File: src/rtl/minterm_sweep_ctrl.sv
// minterm_sweep_ctrl
// Walks a 4-input boolean function through all 16 input codes and captures
// its response into a truth table. The codes go in binary or Gray order.
// After the sweep, the captured table is compared with a golden table.
//
// Ports
//   clk, rst          single clock; synchronous active-high reset
//   start             launches a sweep; sampled only in IDLE
//   abort             ends a running sweep; no done pulse and no compare
//   gray_en           order select, latched with start (1 = Gray)
//   expected[15:0]    golden truth table, sampled in CHECK
//   func_in           response of the function under control
//   a, b, c, d        registered drive to the function ({a,b,c,d}, a = MSB)
//   busy              high in DRIVE, CHECK and DONE
//   done              one-cycle pulse while in DONE
//   truth_table[15:0] captured table; bit i = func_in seen while code = i
//                     (the name "table" is a reserved word in SystemVerilog)
//   mismatch[15:0]    truth_table ^ expected, registered in CHECK
//   pass              mismatch == 0, registered in CHECK
module minterm_sweep_ctrl #(
  parameter int SETTLE = 2  // cycles each code is held, 1..15
) (
  input  logic        clk,
  input  logic        rst,
  input  logic        start,
  input  logic        abort,
  input  logic        gray_en,
  input  logic [15:0] expected,
  input  logic        func_in,
  output logic        a,
  output logic        b,
  output logic        c,
  output logic        d,
  output logic        busy,
  output logic        done,
  output logic [15:0] truth_table,
  output logic [15:0] mismatch,
  output logic        pass
);

  typedef enum logic [1:0] {IDLE, DRIVE, CHECK, DONE} state_t;

  localparam logic [3:0] LAST = 4'(SETTLE - 1);

  state_t     state, state_nxt;
  logic [3:0] idx, idx_nxt;
  logic [3:0] cnt, cnt_nxt;
  logic       gray_q, gray_nxt;
  logic       clr, cap, chk;
  logic [3:0] code_cur, code_nxt;

  function automatic logic [3:0] code_of(input logic [3:0] i, input logic g);
    return g ? (i ^ (i >> 1)) : i;
  endfunction

  always_comb begin
    state_nxt = state;
    idx_nxt   = idx;
    cnt_nxt   = cnt;
    gray_nxt  = gray_q;
    clr       = 1'b0;
    cap       = 1'b0;
    chk       = 1'b0;
    case (state)
      IDLE: if (start && !abort) begin
        state_nxt = DRIVE;
        idx_nxt   = 4'd0;
        cnt_nxt   = 4'd0;
        gray_nxt  = gray_en;
        clr       = 1'b1;
      end
      DRIVE: begin
        // On abort, the capture in this cycle is dropped. The table then
        // holds only the codes that were fully settled.
        if (abort) state_nxt = IDLE;
        else if (cnt == LAST) begin
          cap = 1'b1;
          if (idx == 4'd15) state_nxt = CHECK;
          else begin
            idx_nxt = idx + 4'd1;
            cnt_nxt = 4'd0;
          end
        end else cnt_nxt = cnt + 4'd1;
      end
      CHECK: begin
        if (abort) state_nxt = IDLE;
        else begin
          chk       = 1'b1;
          state_nxt = DONE;
        end
      end
      default: state_nxt = IDLE;
    endcase
  end

  assign code_cur = code_of(idx, gray_q);
  // The drive is registered from the next-state values, so {a,b,c,d} always
  // matches code(idx) while in DRIVE and is 0 in every other state.
  assign code_nxt = (state_nxt == DRIVE) ? code_of(idx_nxt, gray_nxt) : 4'd0;

  always_ff @(posedge clk) begin
    if (rst) begin
      state        <= IDLE;
      idx          <= 4'd0;
      cnt          <= 4'd0;
      gray_q       <= 1'b0;
      {a, b, c, d} <= 4'd0;
      truth_table  <= 16'd0;
      mismatch     <= 16'd0;
      pass         <= 1'b0;
    end else begin
      state        <= state_nxt;
      idx          <= idx_nxt;
      cnt          <= cnt_nxt;
      gray_q       <= gray_nxt;
      {a, b, c, d} <= code_nxt;
      if (clr) begin
        truth_table <= 16'd0;
        mismatch    <= 16'd0;
        pass        <= 1'b0;
      end
      if (cap) truth_table[code_cur] <= func_in;
      if (chk) begin
        mismatch <= truth_table ^ expected;
        pass     <= ((truth_table ^ expected) == 16'd0);
      end
    end
  end

  assign busy = (state != IDLE);
  assign done = (state == DONE);

endmodule

File: config.mk
export PLATFORM = sky130hd
export DESIGN_NAME = minterm_sweep_ctrl
export DESIGN_NICKNAME = d
export VERILOG_FILES = /design/src/rtl/minterm_sweep_ctrl.sv
export SDC_FILE = /design/constraint.sdc
export NUM_CORES = 1
export LEC_CHECK = 0
export ABC_AREA = 1
export BUFFER_PORTS_ARGS = -buffer_cell sky130_fd_sc_hd__buf_4
export CORE_MARGIN = 1.5
export CORE_UTILIZATION = 45
export CTS_CLUSTER_SIZE = 30
export DETAILED_ROUTE_END_ITERATION = 12
export GPL_ROUTABILITY_DRIVEN = 0
export PLACE_DENSITY = 0.72
export SETUP_SLACK_MARGIN = 0.2
export SYNTH_ARGS = -nofsm -noshare
export SYNTH_HDL_FRONTEND = slang
export SYNTH_SLANG_ARGS = --single-unit
export TNS_END_PERCENT = 20
File: constraint.sdc
create_clock -name clk -period 1.5 [get_ports clk]
set_clock_uncertainty 0.05 [all_clocks]
set_input_delay 0.075 -clock clk [delete_from_list [all_inputs] [get_ports clk]]
set_output_delay 0.075 -clock clk [all_outputs]
set_load 0.005 [all_outputs]
# == After elaboration in Yosys (flattened, before gate mapping) ==
# Cells that the tools add are included.
# word_totals
out_inout_bits,39
elab_cells,75
inputBits,22
register_bits,48
# op_classes
order_cmp,2
muxes,37
bitwise_logic,4
reduce_logical,10
n_eq_ne,9
n_addsub,2
# op_table
op,n
16-bit two-way mux,5
4-bit two-way mux,10
16-bit bitwise mux,1
16-bit zero test,1
4-bit case mux with 2 select lines,2
16-bit XOR,1
1-bit two-way mux,12
2-bit two-way mux,5
"4-bit by 1-bit adder with 4-bit output, second input constant",2
4-bit by 3-bit XOR with 4-bit output,2
2-bit case mux with 3 select lines,1
2-bit nonzero test,3
"4-bit by 5-bit < comparator with 1-bit output, second input constant",1
1-bit demux with 4-bit select,1
"2-bit by 1-bit == test with 1-bit output, second input constant",2
"2-bit == test, second input constant",2
"4-bit by 1-bit == test with 1-bit output, second input constant",1
"4-bit == test, second input constant",1
"4-bit by 1-bit >= comparator with 1-bit output, second input constant",1
"2-bit inequality test, second input constant",2
4-bit AND reduction,1
"3-bit inequality test, second input constant",1
1-bit logical AND,2
2-bit zero test,1
other kinds (3),3

# == Longest topological paths before layout ==
# Gate-level depths: netlist of the first run.
# logic_depth
word_depth,8
depth_mapped,11

# == Worst setup path after synthesis of the first run ==
# Ideal clock, no wire load.
# synth_timing
kind,register to register
startpoint,register idx[3]
endpoint,register truth_table[12]
setup_slack_ns,-0.026
period_less_slack_ns,1.526
path_buffers,0
setup_ns,0.135
arrival_ns,1.341
stages_incl_launch_ff,10
path_cell_list,dfxtp_1 > inv_1 > ha_1 > nand2_1 > nand2_1 > nand2_1 > nor2_2 > nand2_1 > nor2_1 > a211oi_1
# synth_between
elab_chain_cells,8
word_cells_on_any_way,9
classes_between,2 x order compare; 5 x mux; 1 x bitwise; 1 x reduce/logical
# synth_rtl
item,line,source
start: declaration,46,"logic [3:0] idx, idx_nxt;"
start signal: assignment,113,idx <= idx_nxt;
4-bit by 3-bit XOR with 4-bit output,53,return g ? (i ^ (i >> 1)) : i;
4-bit two-way mux (*),53,
4-bit by 5-bit < comparator with 1-bit output (implied by the code) or 4-bit by 1-bit >= comparator with 1-bit output (tied branches),122,if (cap) truth_table[code_cur] <= func_in;
1-bit logical AND (implied by the code),122,
1-bit two-way mux (implied by the code),122,
1-bit demux with 4-bit select (*),122,
16-bit bitwise mux (*),122,
16-bit two-way mux (*),122,
end signal: indexed assignment,122,
end: declaration,36,"output logic [15:0] truth_table,"
# Every way passes the cells marked *; elsewhere a longest branch is shown, timed or not.
# A chain may end at the register's enable or synchronous reset.

# == Final worst setup path of the first run ==
# layout_timing
startpoint,register idx[1]
endpoint,register truth_table[11]
# The elaborated chain is that of the path after synthesis.

==> results of run 1 <==
## how the worst max path moves through the flow
| stage | end | slack (ns) | depth (start not counted) |
|---|---|---|---|
| 4_1_cts | truth_table[13]$_SDFF_PP0_ | 0.007 | 8 |
| 6_report | truth_table[11]$_SDFF_PP0_ | -0.04 | 8 |
| 2_1_floorplan | truth_table[2]$_SDFF_PP0_ | 0.10 | 8 |
| 3_3_place_gp | truth_table[13]$_SDFF_PP0_ | -0.01 | 7 |
| 5_1_grt | truth_table[4]$_SDFF_PP0_ | -0.11 | 9 |
| 3_5_place_dp | truth_table[13]$_SDFF_PP0_ | -0.04 | 7 |
## power groups by stage
stage | logic (mW) | clock network, mW | registers [mW]
after floorplan | 0.147 | 0 | 1.32
after global placement | 0.253 | 0 | 1.32
after detailed placement | 0.255 | 0 | 1.32
after CTS | 0.261 | 0.933 | 1.29
after global routing | 0.309 | 0.986 | 1.29
final | 0.285 | 0.920 | 1.29
## layout by cell type (no fill, tap or decap), types with 5 or more instances in the layout
cell,count
nand4_1,5
nand2_1,68
dfxtp_1,39
clkbuf_8,5
a22oi_1,6
nand2_2,10
inv_1,17
a21oi_1,21
nand2_4,9
dfxtp_2,5
xor2_1,12
buf_4,90
inv_2,11
nor3_2,7
xnor2_1,5
nor2_4,8
nor2_2,7
ha_4,5
nand3_1,8
nor2_1,23
nor3_1,13
## registers in the layout, summed over array words and instances (netlist names)
signal,cells
idx,4
cnt,4
mismatch,16
state,2
c,1
b,1
pass,1
d,1
a,1
truth_table,16
gray_q,1
## layer usage
layer | track usage (%) | vias up | part of all wire (%) | routed length [µm]
li1 | - | 1262 | - | -
met1 | 27.2 | 1186 | 43 | 2980
met2 | 36.9 | 85 | 49 | 3400
met3 | 5.00 | 13 | 6.2 | 428
met4 | 7.27 | 0 | 1.8 | 126
met5 | 0 | - | 0 | 0
## cells by family after synthesis
family                     after synthesis  share of synthesized area [%]
DFF                                     48                           38.9
AOI/OAI and AO/OA                       48                           12.1
and+or+nand+nor                        172                           31.6
xor gates and xnor gates                17                           6.02
adders and majority gates                7                           3.54
buffers and inverters                   43                           7.84
## per-stage QoR
stage	TNS (ns)	hold slack (ns)	util, %	power, mW	cell area [µm²]
3_5_place_dp	-0.101	0.304	61.8	1.57	3220
2_1_floorplan	0	0.178	-	1.47	2620
6_report	-0.162	0.0110	70.2	2.49	3650
4_1_cts	0	0.0120	66.0	2.48	3430
5_1_grt	-1.47	0.0216	70.2	2.59	3650
3_3_place_gp	-0.0125	0.294	61.8	1.57	3220
## worst max-delay path, cell delays in order (launching register included)
cell	delay [ns]
dfxtp_4	0.38
ha_4	0.28
nand2_4	0.06
o21ai_4	0.09
inv_2	0.09
nor2_4	0.18
nand2_1	0.11
o21ai_1	0.14
nor2_1	0.05
## timing repair
action	4_1_cts	5_1_grt
endpoints found under the setup margin	37	47
resized for setup	9	44
hold endpoints to repair	1	0
buffers inserted	9	7
pin swaps	9	16
hold buffers	1	0
## cell type report
cell class	count	area [µm²]
clock buffer	6	72.6
clock inverter	2	35.0
fill	431	1550
inverter	32	135
multi-input combinational	244	1620
sequential	48	982
tap	70	87.6
timing repair buffer	93	717
==> metrics.txt, run 1 <==
outcome=complete, but fails checks; failing checks=negative setup slack; max-cap viol count=0; top-count cell post-synth=nand2_1; worst path required time=1.64 ns; clock root cell=clkbuf_8; net count after synthesis=364; CP Launch Point=idx[1]$_SDFF_PP0_; crit end category=flip-flop; Routed Antenna Nets=0; post-layout minimum cycle time=1.54 ns; synthesized area per cell=7.38 µm²; final net count=453; Pwr Density=683 nW/µm²; All-Layer GR Usage=21.8%; synth unique cells=34; Seq pwr share=51.7%; Final Cycle Share=103%; Worst R2R End=truth_table[11]$_SDFF_PP0_; die area=5950 µm²; Crit Path Category=reg -> reg; initial drt markers=135; Setup crit start kind=flip-flop; clock share of power=36.9%; Synth top area share=38.9%; worst slew pin tran=0.344 ns; worst-path fanout max=5; std cell rows=26; Reg clk slew, reported paths=0.08 ns; Final Max Tran Viols=0; worst setup margin=-0.0426 ns; Comb pwr share=11.4%; DP HPWL=4.82 mm; synthesis-to-layout area growth=47.7%; Total Wirelength=6.93 mm; Clock Path Buffers=2; total grt overflow=0; commonest cells in the netlist=80 x nand2_1, 48 x dfxtp_1, 34 x nor2_1; Ys Warns=0; Arr. time, crit path=1.69 ns; static leakage=1.55 nW; Hold Path Stages=4; Wirelength per Cell=14.0 µm; r2r startpoint=idx[1]$_SDFF_PP0_; max_slew headroom=77.1%; sequential fraction of the synthesis area=38.9%; Max IR drop VDD=0.511 mV; core box area=5200 µm²; Post-synth EDFFs=0; CTS tree=yes; global-route wire length before repair=10.5 mm; largest net degree at the start of global routing=32; worst hold start=expected[7]; Place WS=-0.0377 ns; Port Buffer Count=60; FF-to-FF path depth=8; sw frac=24.1%; clk_lat worst skew=0.30 ns; Post-synth ARST share=0%; top_reg_cell synth=dfxtp_1; final hold violation count=0; layout cells sized above 1=44.2%; Power Internal=1.89 mW; Syn Inst Count=335; ANT cells=0; count of final setup violators=11; cell taking the most area after synthesis=dfxtp_1; vias in the first global route=2292; Switch Pwr=0.601 mW; initial antenna violation count=0; drt pass-1 iters=5; CTS Buf Count=5; hold path endpoint=mismatch[7]$_SDFFE_PP0P_; number of I/O pins=61; Initial Util=47.5%; Placed Instances=470; Synth Register Bits=48; Die W=77.1 µm; Syn Std Cell Area=2470 µm²; die height=77.1 µm; Vias/cell=5.14; RSZ-0062 raised after global routing=true; Hold Path Class=in -> reg; synth top area cells=dfxtp_1 39%, nand2_1 12%, nor2_1 5.2%, a21oi_1 4.9%, xor2_1 4.3%; fin cells=495; Num Clock Sinks=48; Remaining DRCs=0; Peak Freq=0.648 GHz; reg-to-reg slack, setup=-0.04 ns; H-tree Lvls=2; vias=2546
No activity file was read; power rests on OpenSTA's default activity.
==> run 2, diff against run 1 <==
--- a/config.mk
+++ b/config.mk
@@ -14,6 +14,8 @@
 export GPL_ROUTABILITY_DRIVEN = 0
 export PLACE_DENSITY = 0.72
 export SETUP_SLACK_MARGIN = 0.2
+export SKIP_CTS_REPAIR_TIMING = 1
+export SLEW_MARGIN = 25
 export SYNTH_ARGS = -nofsm -noshare
 export SYNTH_HDL_FRONTEND = slang
 export SYNTH_SLANG_ARGS = --single-unit
==> run 2 against run 1 <==
  * The flow finishes with violations (negative hold slack, negative setup slack)
  * Clock power decreased by 0.8%
  * First-iteration DRC count increased by 10%
  * Combinational power decreased by 6%
  * Die area unchanged
  * Sequential cell count unchanged
  * Highest routed layer unchanged
==> metrics.txt, run 2 (synthesis gave the netlist of run 1 again) <==
worst slew pin tran=0.337 ns (-0.00704 ns); largest net degree at the start of global routing=32 (unchanged); Worst R2R End=truth_table[11]$_SDFF_PP0_; Port Buffer Count=60 (unchanged); die area=5950 µm² (unchanged); crit end category=flip-flop; Final Max Tran Viols=0 (unchanged); static leakage=1.48 nW (-4.4%); Reg clk slew, reported paths=0.09 ns (about the same); initial antenna violation count=0 (unchanged); final hold violation count=1 (+1); drt pass-1 iters=5 (unchanged); worst setup margin=-0.0487 ns (-0.00608 ns); Pwr Density=704 nW/µm² (+3.0%); initial drt markers=149 (+10%); CTS Buf Count=5 (unchanged); Remaining DRCs=0 (unchanged); FF+latch area=980 µm² (-0.25%); failing checks=negative hold slack, negative setup slack; r2r startpoint=idx[1]$_SDFF_PP0_; worst path required time=1.64 ns (about the same); multi-input logic area=1570 µm² (-3.2%); Max IR drop VDD=0.502 mV (-1.8%); worst-path fanout max=5 (unchanged); Wirelength per Cell=13.3 µm (-4.8%); Num Clock Sinks=48 (unchanged); CP Cell Sequence=ha_4 > nand2_2 > o21ai_4 > inv_2 > nor2_4 > nand2_1 > o21ai_1 > nor2_1; clk_lat worst skew=0.30 ns (about the same); Setup crit start kind=flip-flop; final hold slack=-0.0147 ns (-0.0257 ns); count of final setup violators=3 (-8); Clock Path Buffers=2 (unchanged); Initial Util=47.5% (unchanged); DP HPWL=4.82 mm (unchanged); RSZ-0062 raised after global routing=true; vias=2451 (-3.7%); core box area=5200 µm² (unchanged); number of I/O pins=61 (unchanged); outcome=complete, but fails checks; crit-path max cell delay=0.38 ns (about the same); final net count=442 (-2.4%); Total Wirelength=6.45 mm (-6.9%); All-Layer GR Usage=21.2% (-0.67 points); fill cell total of the finished layout=450 (+4.4%); FF-to-FF path depth=8 (unchanged); Routed Antenna Nets=0 (unchanged); post-layout minimum cycle time=1.55 ns (+0.00608 ns); clock root cell=clkbuf_8; layout cells sized above 1=41.3% (-2.9 points); ANT cells=0 (unchanged); largest registers=mismatch: 16 flops, truth_table: 16 flops; Arr. time, crit path=1.69 ns (about the same); max-cap viol count=0 (unchanged); vias in the first global route=2219 (-3.2%); Vias/cell=5.06 (-1.5%); total grt overflow=0 (unchanged); Critical-path top delay cell=dfxtp_4; die height=77.1 µm (unchanged); CTS tree=yes; synthesis-to-layout area growth=41.9%; Hold Path Class=in -> reg; Place WS=-0.0377 ns (unchanged); std cell rows=26 (unchanged); Die W=77.1 µm (unchanged); most frequent cells in the layout=81 x buf_4, 70 x nand2_1, 41 x dfxtp_1, 25 x nor2_1, 22 x a21oi_1; most common cell after layout, fill and taps aside=buf_4; Peak Freq=0.646 GHz (-0.39%); global-route wire length before repair=10.2 mm (-3.1%); CP Launch Point=idx[1]$_SDFF_PP0_; crit path to=truth_table[11]$_SDFF_PP0_; setup TNS=-0.0677 ns (+0.0940 ns); H-tree Lvls=2 (unchanged); reg-to-reg slack, setup=-0.05 ns (about the same); max_slew headroom=77.5% (+0.47 points); Crit Path Category=reg -> reg; Final Cycle Share=103% (+0.41 points)
## run 2: cell count changes in the layout (fill, tap and decap cells not counted), moves of 2 or more
cell     previous run  this run
nand3_1             8        11
nor3_1             13        11
nand2_1            68        70
dfxtp_1            39        41
nor2_2              7         5
nor3_2              7         9
nor2_1             23        25
buf_4              90        81
nand3_2             4         2
nand2_4             9         6
dfxtp_2             5         3
## run 2: stage by stage
| stage | utilization (%) | std cells | power (mW) | hold WS (ns) | instance area [µm²] |
|---|---|---|---|---|---|
| after floorplan | - | 335 | 1.47 | 0.178 | 2620 |
| after global placement | 61.8 | 470 | 1.57 | 0.294 | 3220 |
| after detailed placement | 61.8 | 470 | 1.57 | 0.304 | 3220 |
| after CTS | 63.9 | 478 | 2.48 | -0.0115 | 3320 |
| after global routing | 67.4 | 484 | 2.57 | 0.00353 | 3510 |
| final | 67.4 | 484 | 2.47 | -0.0147 | 3510 |
## run 2: layout make-up
cell class	instances	share of cell area, %
Clock inverter	2	0.999
Clock buffer	6	2.07
Tap cell	70	2.50
Timing Repair Buffer	82	17.9
Sequential cell	48	27.9
Multi-Input combinational cell	244	44.8
Inverter	32	3.78
## run 2: how the worst min path moves through the flow
stage	startpoint	endpoint	depth (start not counted)
after global placement	gray_en	gray_q$_SDFF_PP0_	3
after detailed placement	gray_en	gray_q$_SDFF_PP0_	3
after floorplan	gray_en	gray_q$_SDFF_PP0_	2
after CTS	gray_en	gray_q$_SDFF_PP0_	3
after global routing	gray_en	gray_q$_SDFF_PP0_	3
final	gray_en	gray_q$_SDFF_PP0_	3
## run 2: power by group
part           internal (mW)  total (mW)  switching (mW)
clock network          0.495       0.913           0.418
registers               1.28        1.29          0.0109
logic                  0.114       0.269           0.154
## run 2: layer usage
| layer | global-route usage, % | part of all wire (%) | vias to the layer above |
|---|---|---|---|
| met5 | 0 | 0 | - |
| met4 | 6.18 | 1.1 | 0 |
| met3 | 4.76 | 6.2 | 6 |
| met2 | 34.9 | 48 | 75 |
| met1 | 27.5 | 44 | 1125 |
| li1 | - | - | 1245 |
## run 2: critical path, delay by kind of cell, from the launching register on
family | cells | cell delay, ns
and+or+nand+nor | 4 | 0.38
buffers and inverters | 1 | 0.10
DFF | 1 | 0.38
adders and majority gates | 1 | 0.26
AOI/OAI and AO/OA | 2 | 0.25
